$ cat src/rtl/rot_pkg.sv
// Shared types and fixed-point constants for the multi-axis rotation angle generator.
// Angles are unsigned fixed-point values kept in [0, TWO_PI-1].
package rot_pkg;

  typedef enum logic [1:0] {
    STOP = 2'd0,
    RUN  = 2'd1,
    STEP = 2'd2
  } rot_mode_e;

  localparam int          DEF_INT_BITS  = 4;
  localparam int          DEF_FRAC_BITS = 8;
  localparam logic [11:0] TWO_PI_Q4_8   = 12'h648;
  localparam logic [11:0] STEP_0P1_Q4_8 = 12'h01a;

  // Rescale a Q.8 constant to a format with frac_bits fraction bits.
  function automatic int scale_q8(input int val_q8, input int frac_bits);
    if (frac_bits >= 8) begin
      return val_q8 <<< (frac_bits - 8);
    end else begin
      return val_q8 >>> (8 - frac_bits);
    end
  endfunction

endpackage

$ cat src/rtl/rotation_axis_acc.sv
// One rotation axis: angle/step/dir/mode registers plus modulo-TWO_PI wrap arithmetic.
// Priority inside the axis: Reset > sync_zero > tick > config write.
module rotation_axis_acc
  import rot_pkg::*;
#(
  parameter int           W        = 12,
  parameter logic [W-1:0] TWO_PI   = W'(TWO_PI_Q4_8),
  parameter logic [W-1:0] STEP_RST = W'(STEP_0P1_Q4_8)
) (
  input  logic         Clk,
  input  logic         Reset,
  input  logic         tick,
  input  logic         sync_zero,
  input  logic         cfg_we,
  input  logic [W-1:0] cfg_step,
  input  logic         cfg_dir,
  input  logic [1:0]   cfg_mode,
  output logic [W-1:0] angle
);

  logic [W-1:0] angle_r;
  logic [W-1:0] step_r;
  logic         dir_r;
  rot_mode_e    mode_r;

  logic [W:0]   fwd_sum_s;
  logic [W:0]   rev_sum_s;
  logic [W-1:0] next_angle_s;
  rot_mode_e    next_mode_s;
  logic         advance_s;

  // Next angle for a tick; the wrap keeps the remainder instead of snapping to zero.
  always_comb begin
    fwd_sum_s    = {1'b0, angle_r} + {1'b0, step_r};
    rev_sum_s    = {1'b0, angle_r} + {1'b0, TWO_PI} - {1'b0, step_r};
    next_angle_s = angle_r;
    next_mode_s  = mode_r;
    advance_s    = 1'b0;
    case (mode_r)
      RUN: begin
        advance_s = 1'b1;
      end
      STEP: begin
        advance_s   = 1'b1;
        next_mode_s = STOP;
      end
      STOP: begin
        advance_s = 1'b0;
      end
      default: begin
        advance_s = 1'b0;
      end
    endcase
    if (!advance_s) begin
      next_angle_s = angle_r;
    end else if (!dir_r) begin
      if (fwd_sum_s >= {1'b0, TWO_PI}) begin
        next_angle_s = W'(fwd_sum_s - {1'b0, TWO_PI});
      end else begin
        next_angle_s = fwd_sum_s[W-1:0];
      end
    end else begin
      if (angle_r >= step_r) begin
        next_angle_s = angle_r - step_r;
      end else begin
        next_angle_s = rev_sum_s[W-1:0];
      end
    end
  end

  // Axis state registers.
  always_ff @(posedge Clk) begin
    if (Reset) begin
      angle_r <= {W{1'b0}};
      step_r  <= STEP_RST;
      dir_r   <= 1'b0;
      mode_r  <= RUN;
    end else if (sync_zero) begin
      angle_r <= {W{1'b0}};
    end else if (tick) begin
      angle_r <= next_angle_s;
      mode_r  <= next_mode_s;
    end else if (cfg_we) begin
      step_r  <= cfg_step;
      dir_r   <= cfg_dir;
      mode_r  <= rot_mode_e'(cfg_mode);
    end else begin
      angle_r <= angle_r;
    end
  end

  assign angle = angle_r;

endmodule

$ cat src/rtl/rotation_angle_gen.sv
// Multi-axis frame-ticked rotation angle generator with a ready/valid config port.
// Config is refused (cfg_ready low) in tick, sync_zero and Reset cycles so it never races an update.
module rotation_angle_gen
  import rot_pkg::*;
#(
  parameter int N_AXES    = 3,
  parameter int INT_BITS  = DEF_INT_BITS,
  parameter int FRAC_BITS = DEF_FRAC_BITS,
  parameter logic [INT_BITS+FRAC_BITS-1:0] TWO_PI = (INT_BITS+FRAC_BITS)'(TWO_PI_Q4_8)
) (
  input  logic                                        Clk,
  input  logic                                        Reset,
  input  logic                                        frame_clk_rising_edge,
  input  logic                                        sync_zero,
  input  logic                                        cfg_valid,
  output logic                                        cfg_ready,
  input  logic [((N_AXES > 1) ? $clog2(N_AXES) : 1)-1:0] cfg_axis,
  input  logic [INT_BITS+FRAC_BITS-1:0]               cfg_step,
  input  logic                                        cfg_dir,
  input  logic [1:0]                                  cfg_mode,
  output logic                                        cfg_err,
  output logic [N_AXES*(INT_BITS+FRAC_BITS)-1:0]      theta,
  output logic                                        theta_valid
);

  localparam int           W        = INT_BITS + FRAC_BITS;
  localparam logic [W-1:0] STEP_RST = W'(scale_q8(int'(STEP_0P1_Q4_8), FRAC_BITS));

  logic              cfg_ready_s;
  logic              accept_s;
  logic              cfg_ok_s;
  logic [N_AXES-1:0] cfg_we_s;
  logic              theta_valid_r;
  logic              cfg_err_r;

  // Handshake and legality decode for the config port.
  always_comb begin
    cfg_ready_s = !Reset && !frame_clk_rising_edge && !sync_zero;
    accept_s    = cfg_valid && cfg_ready_s;
    cfg_ok_s    = (cfg_step < TWO_PI) && (32'(cfg_axis) < N_AXES);
  end

  genvar gi;
  generate
    for (gi = 0; gi < N_AXES; gi++) begin : g_axis
      assign cfg_we_s[gi] = accept_s && cfg_ok_s && (32'(cfg_axis) == gi);

      rotation_axis_acc #(
        .W        (W),
        .TWO_PI   (TWO_PI),
        .STEP_RST (STEP_RST)
      ) u_axis (
        .Clk       (Clk),
        .Reset     (Reset),
        .tick      (frame_clk_rising_edge),
        .sync_zero (sync_zero),
        .cfg_we    (cfg_we_s[gi]),
        .cfg_step  (cfg_step),
        .cfg_dir   (cfg_dir),
        .cfg_mode  (cfg_mode),
        .angle     (theta[gi*W +: W])
      );
    end
  endgenerate

  // Frame-update pulse and config reject pulse; a tick coinciding with sync_zero is dropped.
  always_ff @(posedge Clk) begin
    if (Reset) begin
      theta_valid_r <= 1'b0;
      cfg_err_r     <= 1'b0;
    end else begin
      theta_valid_r <= frame_clk_rising_edge && !sync_zero;
      cfg_err_r     <= accept_s && !cfg_ok_s;
    end
  end

  assign cfg_ready   = cfg_ready_s;
  assign cfg_err     = cfg_err_r;
  assign theta_valid = theta_valid_r;

endmodule

$ cat config.mk
export PLATFORM = sky130hd
export DESIGN_NAME = rotation_angle_gen
export DESIGN_NICKNAME = d
export VERILOG_FILES = /design/src/rtl/rot_pkg.sv /design/src/rtl/rotation_axis_acc.sv /design/src/rtl/rotation_angle_gen.sv
export SDC_FILE = /design/constraint.sdc
export NUM_CORES = 1
export LEC_CHECK = 0
export BUFFER_PORTS_ARGS = -buffer_cell sky130_fd_sc_hd__buf_2
export CORE_ASPECT_RATIO = 1.75
export CORE_MARGIN = 8
export CORE_UTILIZATION = 65
export CTS_CLUSTER_SIZE = 25
export DETAILED_ROUTE_END_ITERATION = 8
export PLACE_DENSITY = 0.92
export SLEW_MARGIN = 20
export SYNTH_ARGS = -nofsm -noshare
export SYNTH_HDL_FRONTEND = slang
export SYNTH_SLANG_ARGS = --single-unit
$ cat constraint.sdc
create_clock -name Clk -period 5.6 [get_ports Clk]
set_input_delay 0.84 -clock Clk [delete_from_list [all_inputs] [get_ports Clk]]
set_output_delay 0.84 -clock Clk [all_outputs]
set_load 0.05 [all_outputs]
; ---- Word level (Yosys, flattened, before mapping)
; Cells that the tools add are included.
; Widths: inputs -> output; s select.
[op_classes]
n_mux = 21
reduce_logical = 31
bitwise = 2
order_cmp = 8
n_addsub = 15
n_eq_ne = 11
[op_table]
columns = operator, count
row1 = $mux 12, 9
row2 = $sub 12x12->12, 6
row3 = $add 12x12->13, 3
row4 = $ge 13x11->1 const B, 3
row5 = $add 12x11->12 const B, 3
row6 = $ge 12x12->1, 3
row7 = $sub 12x11->12 const B, 3
row8 = $mux 2, 9
row9 = $reduce_and 3->1, 6
row10 = $lt 12x11->1 const B, 1
row11 = $logic_and 1x1->1, 10
row12 = $eq 2x1->1 const B, 4
row13 = $eq 2x2->1 const B, 4
row14 = $reduce_or 2->1, 4
row15 = $ne 2x1->1 const B, 3
row16 = $reduce_and 2->1, 3
row17 = $reduce_bool 2->1, 3
row18 = $logic_not 1->1, 4
row19 = $mux 1, 3
row20 = $logic_not 2->1, 1
row21 = $lt 2x2->1 const B, 1
row22 = $not 1->1, 2
[word_totals]
reg_bits = 83
out_inout_bits = 39
word_cells = 102
inputBits = 22

; ---- Longest topological paths before layout
[depth]
word_depth = 8
depth_mapped = 14
mapped_depth_nobuf = 14

; ---- Cells and area by module
; Synthesis repeated with hierarchy kept, for this count alone.
[unflattened]
cells_unflattened = 1303
area_unflattened_um2 = 9970.8
[modules_own_cells]
columns = mod, cells_per_inst, instances, seq_area_each_um2, area_per_inst_um2
row1 = rotation_axis_acc at g_axis[1].u_axis ..., 426, 2, 540.5, 3249.4
row2 = rotation_axis_acc at g_axis[0].u_axis, 434, 1, 540.5, 3309.4
row3 = rotation_angle_gen, 17, 1, 40.0, 162.7

; ---- Worst setup path before layout
; No wires, ideal clock.
[synth_timing]
kind = reg-to-reg
startpoint = register g_axis[0].u_axis.angle_r[0]
endpoint = register g_axis[0].u_axis.angle_r[5]
setup_time_ps = 132
path_stages_with_launch = 15
synth_period_minus_slack_ps = 3467
slack_ps = 2133
n_path_buf = 0
arrival_time_ps = 3336
t_required_ps = 5468
path_cell_list = dfxtp_1 ha_1 inv_1 fa_1 o21bai_2 a21oi_1 xnor2_1 inv_1 ha_1 a21oi_2 or3_4 o21a_4 o2111a_1 a211oi_1 a21oi_1
[synth_between]
elab_chain_cells = 4
elab_cells_between_ends = 10
classes_between = add/sub (5) / order compare (2) / mux (3)
[synth_lines]
columns = element, line_no
row1 = "start, declared", rotation_axis_acc.sv:21  ; logic [W-1:0] angle_r;
row2 = "start signal, assigned", rotation_axis_acc.sv:74  ; angle_r <= {W{1'b0}};
row3 = "start signal, assigned", rotation_axis_acc.sv:79  ; angle_r <= {W{1'b0}};
row4 = "start signal, assigned", rotation_axis_acc.sv:81  ; angle_r <= next_angle_s;
row5 = $add 12x12->13 or $add 12x11->12 (tied branches), "rotation_axis_acc.sv:34, rotation_axis_acc.sv:35"
row6 = "$sub 12x11->12, or another cell as far along", rotation_axis_acc.sv:58  ; next_angle_s = W'(fwd_sum_s - {1'b0, TWO_PI});
row7 = "$mux 12, on equally long branches", "rotation_axis_acc.sv:57, rotation_axis_acc.sv:63"
row8 = $mux 12 (*), rotation_axis_acc.sv:56  ; end else if (!dir_r) begin
; Mark *: on every way between the ends. The rest lies on a longest branch, timed or not.
; A chain may end at the register's enable or synchronous reset.

; ---- Worst setup path in the final report
[layout_timing]
startpoint = register g_axis[1].u_axis.step_r[1]
endpoint = register g_axis[1].u_axis.angle_r[5]
[layout_between]
elab_chain_cells = 4
elab_cells_between_ends = 9
classes_between = add/sub (4) / order compare (2) / mux (3)
[layout_lines]
columns = element, line_no
row1 = "start, declared", rotation_axis_acc.sv:22  ; logic [W-1:0] step_r;
row2 = "start signal, assigned", rotation_axis_acc.sv:84  ; step_r <= cfg_step;
row3 = $add 12x12->13, rotation_axis_acc.sv:34  ; fwd_sum_s = {1'b0, angle_r} + {1'b0, step_r};
row4 = $sub 12x11->12 or $ge 13x11->1 (tied branches), "rotation_axis_acc.sv:58, rotation_axis_acc.sv:57"
row5 = $mux 12, rotation_axis_acc.sv:57  ; if (fwd_sum_s >= {1'b0, TWO_PI}) begin
row6 = $mux 12 (*), rotation_axis_acc.sv:56
row7 = "end signal, assigned", rotation_axis_acc.sv:74
row8 = "end signal, assigned", rotation_axis_acc.sv:79
row9 = "end signal, assigned", rotation_axis_acc.sv:81
row10 = "end, declared", rotation_axis_acc.sv:21
; Marked as above.

==> results by stage <==
Status:
- The flow ran to the end, and the final reports show no timing, DRC or antenna violations.

Clock tree:
- The CTS H-tree depth is 3.
- In this run, CTS created clock tree buffers numbering 9.
- TritonCTS built the clock tree.
- Hold repair after CTS inserted 0 buffers.
- Clock latency on the worst-skew pair, taken at its later pin, is 0.36 ns.
- Counting every sink on the clock net gives 83.
- After clock tree synthesis, the setup repair step added 0 buffers.
- The deepest clock path buffer count is 2.
- After clock tree synthesis, the clock-pin slew on the worst setup and hold paths is 0.07 ns.
- CTS placed an instance of clkbuf_16 at the clock tree root.
- The number of gates resized after cts is 0.

Finish:
- The number of non-filler instances in the completed layout is 1443.
- The library cell used most frequently in the layout, excluding fill and tap cells, is inv_1.
- The relative area change from synthesis to final layout is 6.27%.
- Summing all multi-input logic gate instances after layout gives 7400 sq um.
- The post-route netlist has 10.6% of its cells at a drive strength greater than 1.
- The storage element area is 1660 sq um.
- The layout net count is 1417.
- The library cells used most frequently in the layout, excluding fill and tap cells, are inv_1 (133), ha_1 (114), nor2_1 (108), nand2_1 (83), dfxtp_1 (83).
- Fill cells in the final layout number 1078.

Die:
- The initialized floorplan defines 59 standard-cell rows.
- The die outline width is 109 microns.
- The die covers 19400 sq um.
- The I/O pin total is 61.
- The die height is 179 microns.
- The initial standard-cell utilization of the core is 66.2%.
- In this run the standard cell core region covers 14800 sq um.

Setup path:
- Of all nets on the critical path, the largest fanout is 6.
- The cell depth of the worst flop-to-flop path is 13.
- The startpoint type of the worst setup path is a flip-flop.
- The master of the slowest instance on the critical path is xnor2_1.
- The critical path endpoint category is a flip-flop.
- By startpoint and endpoint, the worst setup path is classified as flip-flop to flip-flop.
- The worst register-to-register path ends at g_axis[1].u_axis.angle[5]$_SDFFE_PP0P_.
- The largest single stage delay on the critical path is 0.49 ns.
- For the worst setup path, the data arrival time is 4.07 ns.
- The worst register-to-register path has a setup slack of 1.82 ns.
- The signal on the critical path passes through inv_1 -> ha_1 -> nand2b_1 -> a21oi_1 -> nor2_1 -> xnor2_1 -> ha_1 -> a31oi_1 -> or2_4 -> o311ai_4 -> nand2_2 -> o32a_1 -> a31oi_1.
- The source of the worst register-to-register timing path is g_axis[1].u_axis.step_r[1]$_SDFFE_PP1P_.
- For the worst setup path, the data required time is 5.89 ns.

Synth:
- The distinct cell type count of the synthesized netlist is 107.
- The synthesized netlist occupies a cell area of 9820 sq um.
- Counting every instance in the synthesized netlist gives 1234.
- Each instance of the synthesized netlist takes up on average 7.96 sq um.
- The sequential fraction of the synthesis area is 16.9%.
- In the synthesized netlist the async set-or-reset flop fraction comes to 0%.
- The count of yosys warnings during synthesis is 0.
- The net count after synthesis is 1397.
- The most used flip-flop cell after synthesis is dfxtp_1.
- Yosys mapped a number of flops with a built-in enable equal to 0.
- The flop and latch count out of synthesis is 83.

Power:
- The static leakage is 4.65 nW.
- IR analysis of the VDD net gives a maximum drop of 0.167 mV.
- Dividing total power by cell area gives a power density of 155 nW/um^2.

Route:
- Dividing the detail-routed via count by the number of cells gives 6.74.
- Dividing the detail-routed wire length by the instance count gives 21.2 microns.
- After detailed routing, the number of remaining DRC violations is 0.
- In this run the remaining antenna-violating nets after routing total 0.
- The number of DRC markers after the initial detailed-route iteration is 792.
- The pre-antenna-repair detailed-routing pass consisted of 6 iterations.
- The detailed-route wire length is 30600 microns.
- Across all layers, the routed design uses 9723 vias.

Timing:
- The final worst setup slack is 1.82 ns.
- Dividing the final minimum period by the clock period gives 67.6%.
- After routing, the total negative slack on setup checks comes to 0 ns.
- The number of hold violations in the final report is 0.
- The clock skew after layout is 0.0108 ns.
- Setup repair after global routing left no endpoint under its margin.
- The final period demand of the worst path is 3.78 ns.
- Setup violations remaining at the end of the flow were counted as 0.
- Derived from the worst setup path, the maximum achievable clock frequency is 264 MHz.
- The number of max-slew violations in the final report is 0.
- The actual transition at the worst max-transition pin is 1.02 ns.
- The relative slew slack is 30.6%.

Job:
- The max capacitance violation total is 0.

Global routing:
- Entering global routing, the biggest net connects 36 pins.
- The global-route usage over all layers is 31.7%.
- The number of antenna violations at the first check in global routing is 0.
- The first global-routing pass estimated 48100 microns of wire.
- The number of global-route vias before repair came to 9596.
- The total global routing overflow is 0.

Hold path:
- In this run the worst hold path is classified as flip-flop to flip-flop.
- Along the worst hold path, the cell count comes to 2.
- The worst min-delay path endpoint is g_axis[2].u_axis.step_r[0]$_SDFFE_PP0P_.
- The launch point of the worst hold path is g_axis[2].u_axis.step_r[0]$_SDFFE_PP0P_.

Place:
- The count of placed standard cells including taps is 1426.
- The estimated wirelength of the detail-placed design is 22900 microns.
- The setup slack at placement is 1.95 ns.
- The weighted congestion reported at the end of routability-driven placement is 0.981.
- The count of buffers added on input and output ports is 60.
[where the power goes]
group	total (mW)	leakage, nW	switching (mW)	internal (mW)
registers	0.613	0.672	0.0147	0.599
logic	0.391	3.84	0.253	0.138
clock network	0.613	0.140	0.299	0.314
[through the flow]
step	hold slack, ns	power (mW)	cell area, sq um	util (%)
global placement	0.449	0.990	10100	68.3
CTS	0.502	1.60	10400	70.3
finish	0.509	1.62	10400	70.3
detailed placement	0.461	1.00	10100	68.3
floorplan	0.438	0.908	9820	-
global route	0.509	1.67	10400	70.3
[worst max-delay path, delay by kind of cell, from the launching register on]
family / cells / cell delay (ns)
flip-flops: 1 / 0.38
adder cells (fa/ha/maj): 2 / 0.69
buffers and inverters: 1 / 0.18
XOR/XNOR: 1 / 0.49
AO/OA/AOI/OAI: 5 / 1.20
AND/OR/NAND/NOR: 4 / 0.77
[final cells by class]
class,instances,share of cell area [%]
multi-input cells,960,70.9
flip-flops and latches,83,15.9
inverters,134,4.82
repair buffers,66,3.31
well taps,183,2.19
clock buffers,9,2.16
clock inverters,7,0.660
diodes,1,0.0240
[registers in the layout, indices dropped and copies added (netlist names)]
register              cells
g_axis.u_axis.step_r     36
cfg_err                   1
g_axis.u_axis.angle      36
theta_valid               1
g_axis.u_axis.mode_r      6
g_axis.u_axis.dir_r       3
[worst max-delay path by stage]
stage,startpoint,to,slack (ns),depth (start not counted)
2_1_floorplan,g_axis[0].u_axis.angle[0]$_SDFFE_PP0P_,g_axis[0].u_axis.angle[5]$_SDFFE_PP0P_,2.13,14
3_3_place_gp,Reset,g_axis[0].u_axis.mode_r[1]$_SDFFE_PP0P_,2.05,8
3_5_place_dp,g_axis[0].u_axis.step_r[1]$_SDFFE_PP1P_,g_axis[0].u_axis.angle[11]$_SDFFE_PP0P_,1.95,13
4_1_cts,g_axis[0].u_axis.step_r[1]$_SDFFE_PP1P_,g_axis[0].u_axis.angle[11]$_SDFFE_PP0P_,1.91,13
5_1_grt,g_axis[1].u_axis.step_r[1]$_SDFFE_PP1P_,g_axis[1].u_axis.angle[5]$_SDFFE_PP0P_,1.67,13
6_report,g_axis[1].u_axis.step_r[1]$_SDFFE_PP1P_,g_axis[1].u_axis.angle[5]$_SDFFE_PP0P_,1.82,13
[cell usage after synthesis (5+ instances only)]
| cell type | number | area share (%) |
|---|---|---|
| nand2_1 | 83 | 3.2 |
| or3_1 | 8 | 0.51 |
| a31o_2 | 5 | 0.45 |
| o31ai_1 | 16 | 1.2 |
| nor3b_1 | 11 | 0.84 |
| o21ai_1 | 6 | 0.31 |
| nand3b_1 | 5 | 0.38 |
| buf_2 | 16 | 0.82 |
| dfxtp_1 | 83 | 17 |
| xor2_1 | 24 | 2.1 |
| or4_1 | 6 | 0.46 |
| a211oi_1 | 20 | 1.5 |
| mux2i_1 | 45 | 4.6 |
| xnor2_1 | 54 | 4.8 |
| o21a_1 | 6 | 0.46 |
| o211ai_1 | 21 | 1.6 |
| o31a_1 | 6 | 0.54 |
| nor3_1 | 26 | 1.3 |
| and3_1 | 7 | 0.45 |
| o21ai_0 | 45 | 2.3 |
| inv_1 | 133 | 5.1 |
| nand4_1 | 10 | 0.64 |
| a31oi_1 | 21 | 1.3 |
| fa_1 | 27 | 5.5 |
| and2_1 | 6 | 0.38 |
| o21bai_1 | 7 | 0.54 |
| nand2b_1 | 26 | 1.7 |
| a21o_1 | 7 | 0.54 |
| clkbuf_1 | 34 | 1.3 |
| a311oi_1 | 6 | 0.54 |
| o41ai_1 | 6 | 0.54 |
| ha_1 | 114 | 15 |
| nor2_1 | 108 | 4.1 |
| a21oi_1 | 72 | 3.7 |
| nand3_1 | 19 | 0.97 |
| nor2b_1 | 23 | 1.5 |
[metal layers]
| metal | vias up | global-route usage [%] | wire length (microns) |
|---|---|---|---|
| li1 | 4375 | - | - |
| met1 | 4600 | 30.5 | 10200 |
| met2 | 541 | 56.9 | 15800 |
| met3 | 207 | 5.72 | 1940 |
| met4 | 0 | 25.6 | 2650 |
| met5 | - | 0 | 0 |
[cell families after synthesis]
kind of cell	count (synthesis)	share of synthesized area (%)
buf+inv	191	7.81
fa+ha+maj	141	20.0
xor+xnor	80	7.29
simple gates	371	19.5
compound gates	322	23.7
mux	46	4.70
flops	83	16.9
Note: power is estimated with default switching activity, not from simulation.
